<file path="config.mk">
export PLATFORM = sky130hd
export DESIGN_NAME = syn_vga_fsm
export DESIGN_NICKNAME = d
export VERILOG_FILES = /design/src/rtl/syn_vga_fsm.sv
export SDC_FILE = /design/constraint.sdc
export NUM_CORES = 1
export LEC_CHECK = 0
export BUFFER_PORTS_ARGS = -buffer_cell sky130_fd_sc_hd__buf_4
export CORE_MARGIN = 2
export CORE_UTILIZATION = 60
export DETAILED_ROUTE_END_ITERATION = 8
export PLACE_DENSITY = 0.88
export SETUP_SLACK_MARGIN = 0.1
export SKIP_CTS_REPAIR_TIMING = 1
export SKIP_LAST_GASP = 1
export SLEW_MARGIN = 20
export SYNTH_ARGS = -nofsm -noshare
export SYNTH_HDL_FRONTEND = slang
export SYNTH_SLANG_ARGS = --single-unit
</file>
<file path="constraint.sdc">
create_clock -name clk_ir -period 2.5 [get_ports clk_ir]
set_input_delay 0.25 -clock clk_ir [delete_from_list [all_inputs] [get_ports clk_ir]]
set_output_delay 0.25 -clock clk_ir [all_outputs]
set_load 0.02 [all_outputs]
</file>
<file path="src/rtl/syn_vga_fsm.sv">
// VGA timing generator (640x480@60 by default) pulling RGB332 pixels from a FWFT line-buffer FIFO.
// Optional build macro SYN_VGA_FSM_TEST_PATTERN_EN replaces pixel colour with eight vertical bars.
module syn_vga_fsm #(
    parameter int P_PIX_DIV = 2,
    parameter int P_H_VIS   = 640,
    parameter int P_H_FP    = 16,
    parameter int P_H_SYNC  = 96,
    parameter int P_H_BP    = 48,
    parameter int P_V_VIS   = 480,
    parameter int P_V_FP    = 10,
    parameter int P_V_SYNC  = 2,
    parameter int P_V_BP    = 33
) (
    input  logic        clk_ir,
    input  logic        rst_sync_l,
    input  logic        vga_drvr_en,
    input  logic        ff_empty,
    input  logic [7:0]  ff_rd_data,
    output logic        ff_rd_en,
    output logic        vga_hsync_n,
    output logic        vga_vsync_n,
    output logic [3:0]  vga_r,
    output logic [3:0]  vga_g,
    output logic [3:0]  vga_b,
    output logic        frame_start,
    output logic [15:0] underflow_cnt
);

    localparam int H_TOT = P_H_VIS + P_H_FP + P_H_SYNC + P_H_BP;
    localparam int V_TOT = P_V_VIS + P_V_FP + P_V_SYNC + P_V_BP;
    localparam int HW    = $clog2(H_TOT);
    localparam int VW    = $clog2(V_TOT);
    localparam int DW    = (P_PIX_DIV > 1) ? $clog2(P_PIX_DIV) : 1;

    localparam logic [HW-1:0] H_LAST   = HW'(H_TOT - 1);
    localparam logic [HW-1:0] H_VIS_E  = HW'(P_H_VIS);
    localparam logic [HW-1:0] H_SYNC_S = HW'(P_H_VIS + P_H_FP);
    localparam logic [HW-1:0] H_SYNC_E = HW'(P_H_VIS + P_H_FP + P_H_SYNC);
    localparam logic [HW-1:0] H_ONE    = HW'(1'b1);
    localparam logic [HW-1:0] H_ZERO   = {HW{1'b0}};
    localparam logic [VW-1:0] V_LAST   = VW'(V_TOT - 1);
    localparam logic [VW-1:0] V_VIS_E  = VW'(P_V_VIS);
    localparam logic [VW-1:0] V_SYNC_S = VW'(P_V_VIS + P_V_FP);
    localparam logic [VW-1:0] V_SYNC_E = VW'(P_V_VIS + P_V_FP + P_V_SYNC);
    localparam logic [VW-1:0] V_ONE    = VW'(1'b1);
    localparam logic [VW-1:0] V_ZERO   = {VW{1'b0}};
    localparam logic [DW-1:0] D_LAST   = DW'(P_PIX_DIV - 1);
    localparam logic [DW-1:0] D_ONE    = DW'(1'b1);
    localparam logic [DW-1:0] D_ZERO   = {DW{1'b0}};

    typedef enum logic [1:0] {
        ST_IDLE      = 2'd0,
        ST_WAIT_FILL = 2'd1,
        ST_ACTIVE    = 2'd2
    } state_t;

    state_t        state_q, state_d;
    logic [DW-1:0] div_q, div_d;
    logic [HW-1:0] h_q, h_d;
    logic [VW-1:0] v_q, v_d;
    logic          hsync_n_q, hsync_n_d;
    logic          vsync_n_q, vsync_n_d;
    logic [11:0]   rgb_q, rgb_d;
    logic          frame_start_q, frame_start_d;
    logic [15:0]   underflow_q, underflow_d;

    logic          pix_tick_s;
    logic          visible_s;
    logic          hsync_n_s;
    logic          vsync_n_s;
    logic [11:0]   pix_rgb_s;
    logic          rd_en_s;

`ifdef SYN_VGA_FSM_TEST_PATTERN_EN
    localparam logic [HW-1:0] BAR_W = HW'(P_H_VIS / 8);
    logic [HW-1:0] bar_s;
`endif

    // Pixel-slot decode and colour source from the current counters.
    always_comb begin
        pix_tick_s = (state_q == ST_ACTIVE) && (div_q == D_LAST);
        visible_s  = (h_q < H_VIS_E) && (v_q < V_VIS_E);
        hsync_n_s  = !((h_q >= H_SYNC_S) && (h_q < H_SYNC_E));
        vsync_n_s  = !((v_q >= V_SYNC_S) && (v_q < V_SYNC_E));
`ifdef SYN_VGA_FSM_TEST_PATTERN_EN
        bar_s      = h_q / BAR_W;
        pix_rgb_s  = {{4{bar_s[2]}}, {4{bar_s[1]}}, {4{bar_s[0]}}};
`else
        // RGB332 widened to 4 bits by replicating the top bit(s) of each field.
        pix_rgb_s  = {ff_rd_data[7:5], ff_rd_data[7],
                      ff_rd_data[4:2], ff_rd_data[4],
                      ff_rd_data[1:0], ff_rd_data[1:0]};
`endif
    end

    // Controller FSM, raster counters and next values of the registered pins.
    always_comb begin
        state_d       = state_q;
        div_d         = div_q;
        h_d           = h_q;
        v_d           = v_q;
        hsync_n_d     = hsync_n_q;
        vsync_n_d     = vsync_n_q;
        rgb_d         = rgb_q;
        frame_start_d = 1'b0;
        underflow_d   = underflow_q;
        rd_en_s       = 1'b0;
        case (state_q)
            ST_IDLE, ST_WAIT_FILL: begin
                div_d     = D_ZERO;
                h_d       = H_ZERO;
                v_d       = V_ZERO;
                hsync_n_d = 1'b1;
                vsync_n_d = 1'b1;
                rgb_d     = 12'h000;
                if (state_q == ST_IDLE) begin
                    state_d = vga_drvr_en ? ST_WAIT_FILL : ST_IDLE;
                end else begin
                    state_d = ff_empty ? ST_WAIT_FILL : ST_ACTIVE;
                end
            end
            ST_ACTIVE: begin
                if (pix_tick_s) begin
                    div_d         = D_ZERO;
                    hsync_n_d     = hsync_n_s;
                    vsync_n_d     = vsync_n_s;
                    rgb_d         = (visible_s && !ff_empty) ? pix_rgb_s : 12'h000;
                    frame_start_d = (h_q == H_ZERO) && (v_q == V_ZERO);
                    rd_en_s       = visible_s && !ff_empty;
                    if (visible_s && ff_empty && (underflow_q != 16'hFFFF)) begin
                        underflow_d = underflow_q + 16'd1;
                    end else begin
                        underflow_d = underflow_q;
                    end
                    if (h_q == H_LAST) begin
                        h_d = H_ZERO;
                        v_d = (v_q == V_LAST) ? V_ZERO : (v_q + V_ONE);
                    end else begin
                        h_d = h_q + H_ONE;
                    end
                    // The frame always runs to completion before the enable is honoured.
                    if ((h_q == H_LAST) && (v_q == V_LAST) && !vga_drvr_en) begin
                        state_d = ST_IDLE;
                    end else begin
                        state_d = ST_ACTIVE;
                    end
                end else begin
                    div_d = div_q + D_ONE;
                end
            end
            default: begin
                state_d   = ST_IDLE;
                div_d     = D_ZERO;
                h_d       = H_ZERO;
                v_d       = V_ZERO;
                hsync_n_d = 1'b1;
                vsync_n_d = 1'b1;
                rgb_d     = 12'h000;
            end
        endcase
    end

    // State, counters and output registers.
    always_ff @(posedge clk_ir or negedge rst_sync_l) begin
        if (!rst_sync_l) begin
            state_q       <= ST_IDLE;
            div_q         <= D_ZERO;
            h_q           <= H_ZERO;
            v_q           <= V_ZERO;
            hsync_n_q     <= 1'b1;
            vsync_n_q     <= 1'b1;
            rgb_q         <= 12'h000;
            frame_start_q <= 1'b0;
            underflow_q   <= 16'h0000;
        end else begin
            state_q       <= state_d;
            div_q         <= div_d;
            h_q           <= h_d;
            v_q           <= v_d;
            hsync_n_q     <= hsync_n_d;
            vsync_n_q     <= vsync_n_d;
            rgb_q         <= rgb_d;
            frame_start_q <= frame_start_d;
            underflow_q   <= underflow_d;
        end
    end

    assign ff_rd_en      = rd_en_s;
    assign vga_hsync_n   = hsync_n_q;
    assign vga_vsync_n   = vsync_n_q;
    assign vga_r         = rgb_q[11:8];
    assign vga_g         = rgb_q[7:4];
    assign vga_b         = rgb_q[3:0];
    assign frame_start   = frame_start_q;
    assign underflow_cnt = underflow_q;

endmodule
</file>
==> results of run 1 <==
## cell type report
cell class,count,area share [%]
well taps,52,2.08
multi-input cells,187,41.7
clock inverters,3,2.20
repair buffers,46,11.0
inverters,6,0.720
flip-flops and latches,50,40.1
clock buffers,5,2.20
## state kept, by name, summed over array words and instances (netlist names)
| name | cells |
|---|---|
| underflow_cnt | 16 |
| h_q | 10 |
| v_q | 10 |
| rgb_q | 8 |
| state_q | 2 |
| div_q | 1 |
| frame_start | 1 |
| vga_hsync_n | 1 |
| vga_vsync_n | 1 |
## layout by cell type (no fill, tap or decap), drive strengths merged, types with 6 or more instances in the layout
cell	synthesis	final
nor2	18	18
inv	6	6
a41oi	6	6
nand4	16	16
nor3	10	10
xor2	19	19
buf	12	46
o21ai	6	6
nand2	17	17
and3	7	7
a22o	9	9
nand3	12	12
nor4	8	8
dfrtp	48	48
## per-stage QoR
stage	cells	power, mW	setup slack [ns]
2_1_floorplan	256	1.42	0.799
3_3_place_gp	341	1.60	0.747
3_5_place_dp	341	1.63	0.679
4_1_cts	349	2.32	0.564
5_1_grt	349	2.42	0.464
6_report	349	2.31	0.561
## per-layer routing
layer	routed length (um)	track usage, %	vias to the layer above
met5	0	0	-
met4	58	6.71	0
met3	505	5.84	8
met2	2900	40.0	124
met1	2570	36.6	1103
li1	-	-	1031
## kinds of logic (layout without fill, tap and decap cells)
family / after synthesis / count (layout)
xor gates and xnor gates: 19 / 19
AOI/OAI and AO/OA: 40 / 40
muxes: 6 / 6
and+or+nand+nor: 117 / 117
buffers and inverters: 19 / 60
DFF: 50 / 50
adders and majority gates: 5 / 5
## worst max path at each step
stage / from / endpoint / cells after the start
detailed placement: h_q[1] / state_q[1] / 5
floorplan: underflow_cnt[0] / underflow_cnt[7] / 6
finish: state_q[0] / ff_rd_en / 5
CTS: state_q[0] / ff_rd_en / 5
global route: state_q[0] / ff_rd_en / 5
global placement: underflow_cnt[0] / underflow_cnt[1] / 6
## worst register-to-register path: cells and delay by family (launching register included)
kind	cells	cell delay [ns]
simple gates	3	1.00
flops	1	0.50
compound gates	1	0.23
## power by group through the flow
| stage | Sequential [mW] | Clock, mW | Combinational (mW) |
|---|---|---|---|
| 2_1_floorplan | 1.11 | 0 | 0.311 |
| 3_3_place_gp | 1.07 | 0 | 0.528 |
| 3_5_place_dp | 1.08 | 0 | 0.549 |
| 4_1_cts | 1.07 | 0.691 | 0.555 |
| 5_1_grt | 1.10 | 0.715 | 0.603 |
| 6_report | 1.08 | 0.677 | 0.554 |
==> flow_summary.ini, run 1 <==
[synth]
yosysWarnings = 0
syn-cell-area_um2 = 2670
yosys.area_share.simple_pct = 26.6
synth_top_family_by_area = simple AND/OR/NAND/NOR gates
synthCells = 256
ys_types = 53
synth_edf_count = 0
synthTopCellsByArea = dfrtp_1 45%, xor2_1 6.2%, nand4_1 3.1%
synth_most_common_cell = dfrtp_1
async_reset_ff_share_pct = 100
synth_top_area_cell = dfrtp_1
synth_common_cells = 48 x dfrtp_1, 19 x xor2_1, 17 x nand2_1, 17 x nor2_1, 13 x nand4_1
synth.area.mux_share_pct = 2.39
synth_flop_cell = dfrtp_1
ys_ff_latch = 50
synth_fp_nets = 273
syn_avg_cell_area_um2 = 10.4
synth_xor_area_share_pct = 6.24
synth_top_area_share_pct = 45.0
synth_compound_area_share_pct = 11.4
synth_fa_ha_area_share_pct = 2.35
ys_seq_area_share_pct = 47.0

[timing]
worst_pin_slew_ns = 0.613
fin_crit_sh_pct = 77.6
setup_violations = 0
finalHoldViolCount = 48
rsz0062_at_grt = no
fmax_mhz = 516
slew_headroom_pct = 59.1
finalCriticalPeriod_ns = 1.94
clock_skew_ns = 0.00795
fin_tns_setup_ns = 0
drv_slew = 0
hold_slack_ns = -0.0504

[grt]
grt_use_total_pct = 25.6
grt_overflow = 0
grt_antenna_before_repair = 0
grt_pass1_wl_um = 10100
grt_max_degree = 51
grt_pass1_vias = 2092

[route]
wl_per_cell_um = 17.3
drc = 0
drt_wl_total_um = 6030
drt-pass1-iter-count = 7
vias = 2266
ant_nets = 0
drtIter0Drc = 400
vias_per_cell = 6.49

[floorplan]
die_area_um2 = 4990
start_util_pct = 61.7
die_h_um = 70.7
core_um2 = 4320
num_rows = 24
die_w_um = 70.7
ios = 44

[layout]
design_area_um2 = 3130
multi_input_area_um2 = 1310
seq_area_um2 = 1250
drive_gt1_share_pct = 23.6
layout.nets = 313
post-route-util_pct = 72.4
syn_to_final_growth_pct = 17.4
diodes = 0
num-fill-cells = 305

[run_status]
status = finished with violations
violations = negative hold slack

[setup_path]
crit_path_max_incr_delay_ns = 0.45
crit_family = simple AND/OR/NAND/NOR gates
timing.critical_path.mode_cell = buf_4
cp.required_ns = 2.25
crit_slowest_cell = dfrtp_1
timing.rr.end = state_q[1]
critPathMaxFanout = 9
r2r-start = h_q[7]
worstSetupStartpointType = flop
path_buf_inv = 2
criticalPathCategory = reg2out
cp_cell_sequence = and4bb_2 -> nand3_1 -> nor2_2 -> buf_4 -> buf_4
ff2ff_path_depth = 4
crit_arrival_ns = 1.69
rrSetupSlack_ns = 0.62
end_kind = output port

[power_and_ir_drop]
seqPwrFrac_pct = 46.7
leakage_nw = 1.48
peakVddDrop_mv = 0.881
p_int_mw = 1.56
pwr-share-comb_pct = 24.0
clock_power_share_pct = 29.3
p_sw_uw = 749
powerDensity_nw_per_um2 = 738
switching_share_pct = 32.5

[clocking]
cts_sinks = 50
htree_levels = 2
root_buffer = clkbuf_8
cts_buffers = 5
path_clk_slew_ns = 0.10
clockBufferDepth = 2
cts_tree = done
insertion_delay_ns = 0.31

[placement]
io_buffers = 43
post-dp-hpwl_um = 4140
placed_cell_area_um2 = 2990
routabilityCongestion = 0.919

[flow_run]
maxCapViolations = 0

[worst_hold_path]
hp-class = in2async
Note: power is estimated with default switching activity, not from simulation.
==> run 2: changes to the inputs <==
CORE_UTILIZATION = 51   (was 60)
PLACE_DENSITY = 0.8   (was 0.88)
clock period = 1.55 ns   (was 2.5 ns; I/O delays follow)
==> run 2 against run 1 <==
  * The run ends with negative setup slack left
  * Final cell count grew 26%
  * Combinational power grew to 2.7 times the previous value
  * Register-to-register slack lost 0.88 ns
  * Sequential share of layout area shrank 9.6 points
  * Non-clock buffer count grew 73
  * Clock-buffer cell count is the same
  * Largest cell class unchanged
  * Setup slack lost 0.82 ns
  * Critical endpoint is now underflow_cnt[4]
  * Largest power group unchanged
  * Routed wire length grew 50%
  * Sequential power grew 57%
  * Global-route usage shrank 0.62 points
  * Flip-flop and latch count is the same
  * Die area grew 17%
==> flow_summary.ini, run 2 (synthesis gave the netlist of run 1 again) <==
[route]
ant_nets = 0
drtIter0Drc = 259
drc = 0
vias_per_cell = 6.21
wl_per_cell_um = 20.6
drt_wl_total_um = 9080
vias = 2738
drt-pass1-iter-count = 5

[placement]
post-dp-hpwl_um = 5110
io_buffers = 43
routabilityCongestion = 0.862
place_ws_ns = -0.0789
placed_cells = 408

[layout]
layout.nets = 387
drive_gt1_share_pct = 55.8
mostFrequentLayoutCells = 103 x buf_4, 34 x dfrtp_1, 19 x xor2_1
final_common_cell = buf_4
diodes = 0
final_cells = 441
syn_to_final_growth_pct = 56.3
largest_register_ffs = 16

[grt]
grt_use_total_pct = 25.0
grt_pass1_wl_um = 11800
grt_max_degree = 51
grt_overflow = 0
grt_pass1_vias = 2415
grt_antenna_before_repair = 0

[clocking]
insertion_delay_ns = 0.31
path_clk_slew_ns = 0.09
cts_sinks = 50
root_buffer = clkbuf_8
cts_tree = done
htree_levels = 2
cts_buffers = 5
clockBufferDepth = 2

[worst_hold_path]
hp-start = ff_rd_data[4]
hp-class = in2reg

[timing]
finalHoldViolCount = 0
hold_slack_ns = 0.0570
finalWorstSetupSlack_ns = -0.260
rsz0062_at_grt = yes
setup_violations = 30
finalCriticalPeriod_ns = 1.81
drv_slew = 0
slew_headroom_pct = 57.1
clock_skew_ns = 0.00618
worst_pin_slew_ns = 0.644
fin_tns_setup_ns = -3.17
fin_crit_sh_pct = 117
fmax_mhz = 552

[run_status]
violations = negative setup slack
status = finished with violations

[power_and_ir_drop]
leakage_nw = 1.90
powerDensity_nw_per_um2 = 989
peakVddDrop_mv = 0.797

[setup_path]
crit_start = v_q[9]
criticalPathCategory = reg2reg
r2r-start = v_q[9]
crit_arrival_ns = 2.03
critPathMaxFanout = 7
end_kind = flop
cp.required_ns = 1.77
worstSetupStartpointType = flop

[floorplan]
core_um2 = 5070
num_rows = 26
die_area_um2 = 5820
ios = 44
die_h_um = 76.3
start_util_pct = 52.5
die_w_um = 76.3

[flow_run]
maxCapViolations = 0
-- run 2: cell types whose count changed in the layout (fill, tap and decap cells not counted), moves of 6 or more --
cell and change:
buf_6 +14, buf_4 +57, dfrtp_2 +14, dfrtp_1 -14, nor3_1 -9, nor3_2 +6
-- run 2: path summary, 6_finish.rpt --
path	endpoint	slack (ns)	cells past startpoint
min reg2reg	underflow_cnt[11]	0.51	1
max reg2reg	underflow_cnt[4]	-0.26	7
min in group asynchronous	v_q[5]	0.42	2
max	underflow_cnt[4]	-0.26	7
max in group asynchronous	underflow_cnt[10]	0.67	2
min	rgb_q[7]	0.06	2
-- run 2: area by class of cell --
cell class,count,area (um2)
Clock buffer,5,68.8
Clock inverter,3,40.0
Fill cell,286,907
Inverter,6,25.0
Multi-Input combinational cell,188,1710
Sequential cell,50,1270
Tap cell,70,87.6
Timing Repair Buffer,119,961
-- run 2: through the flow --
| stage | power, mW | utilization [%] | area, um2 |
|---|---|---|---|
| 2_1_floorplan | 2.33 | - | 2770 |
| 3_3_place_gp | 2.82 | 68.7 | 3490 |
| 3_5_place_dp | 2.86 | 68.7 | 3490 |
| 4_1_cts | 3.78 | 70.9 | 3600 |
| 5_1_grt | 4.30 | 82.1 | 4170 |
| 6_report | 4.12 | 82.1 | 4170 |
-- run 2: report_power, final --
part	switching, mW	internal (mW)	total [mW]
clock	0.445	0.476	0.920
combinational	0.801	0.700	1.50
sequential	0.206	1.49	1.70
-- run 2: metal layers --
layer  part of all wire [%]  GRT usage (%)  vias to the layer above  wire length [um]
met4                    3.5           8.36                        0               322
met5                      0              0                        -                 0
li1                       -              -                     1180                 -
met2                     54           43.4                      138              4910
met3                    5.2           4.27                       41               474
met1                     37           31.6                     1379              3360
-- run 2: worst max-delay path: stages (launching register included) --
cell and delay, ns:
dfrtp_1 0.41, and4bb_2 0.34, buf_4 0.13, nand4_4 0.14, buf_4 0.19, buf_6 0.11, nor3_4 0.19, xor2_1 0.20
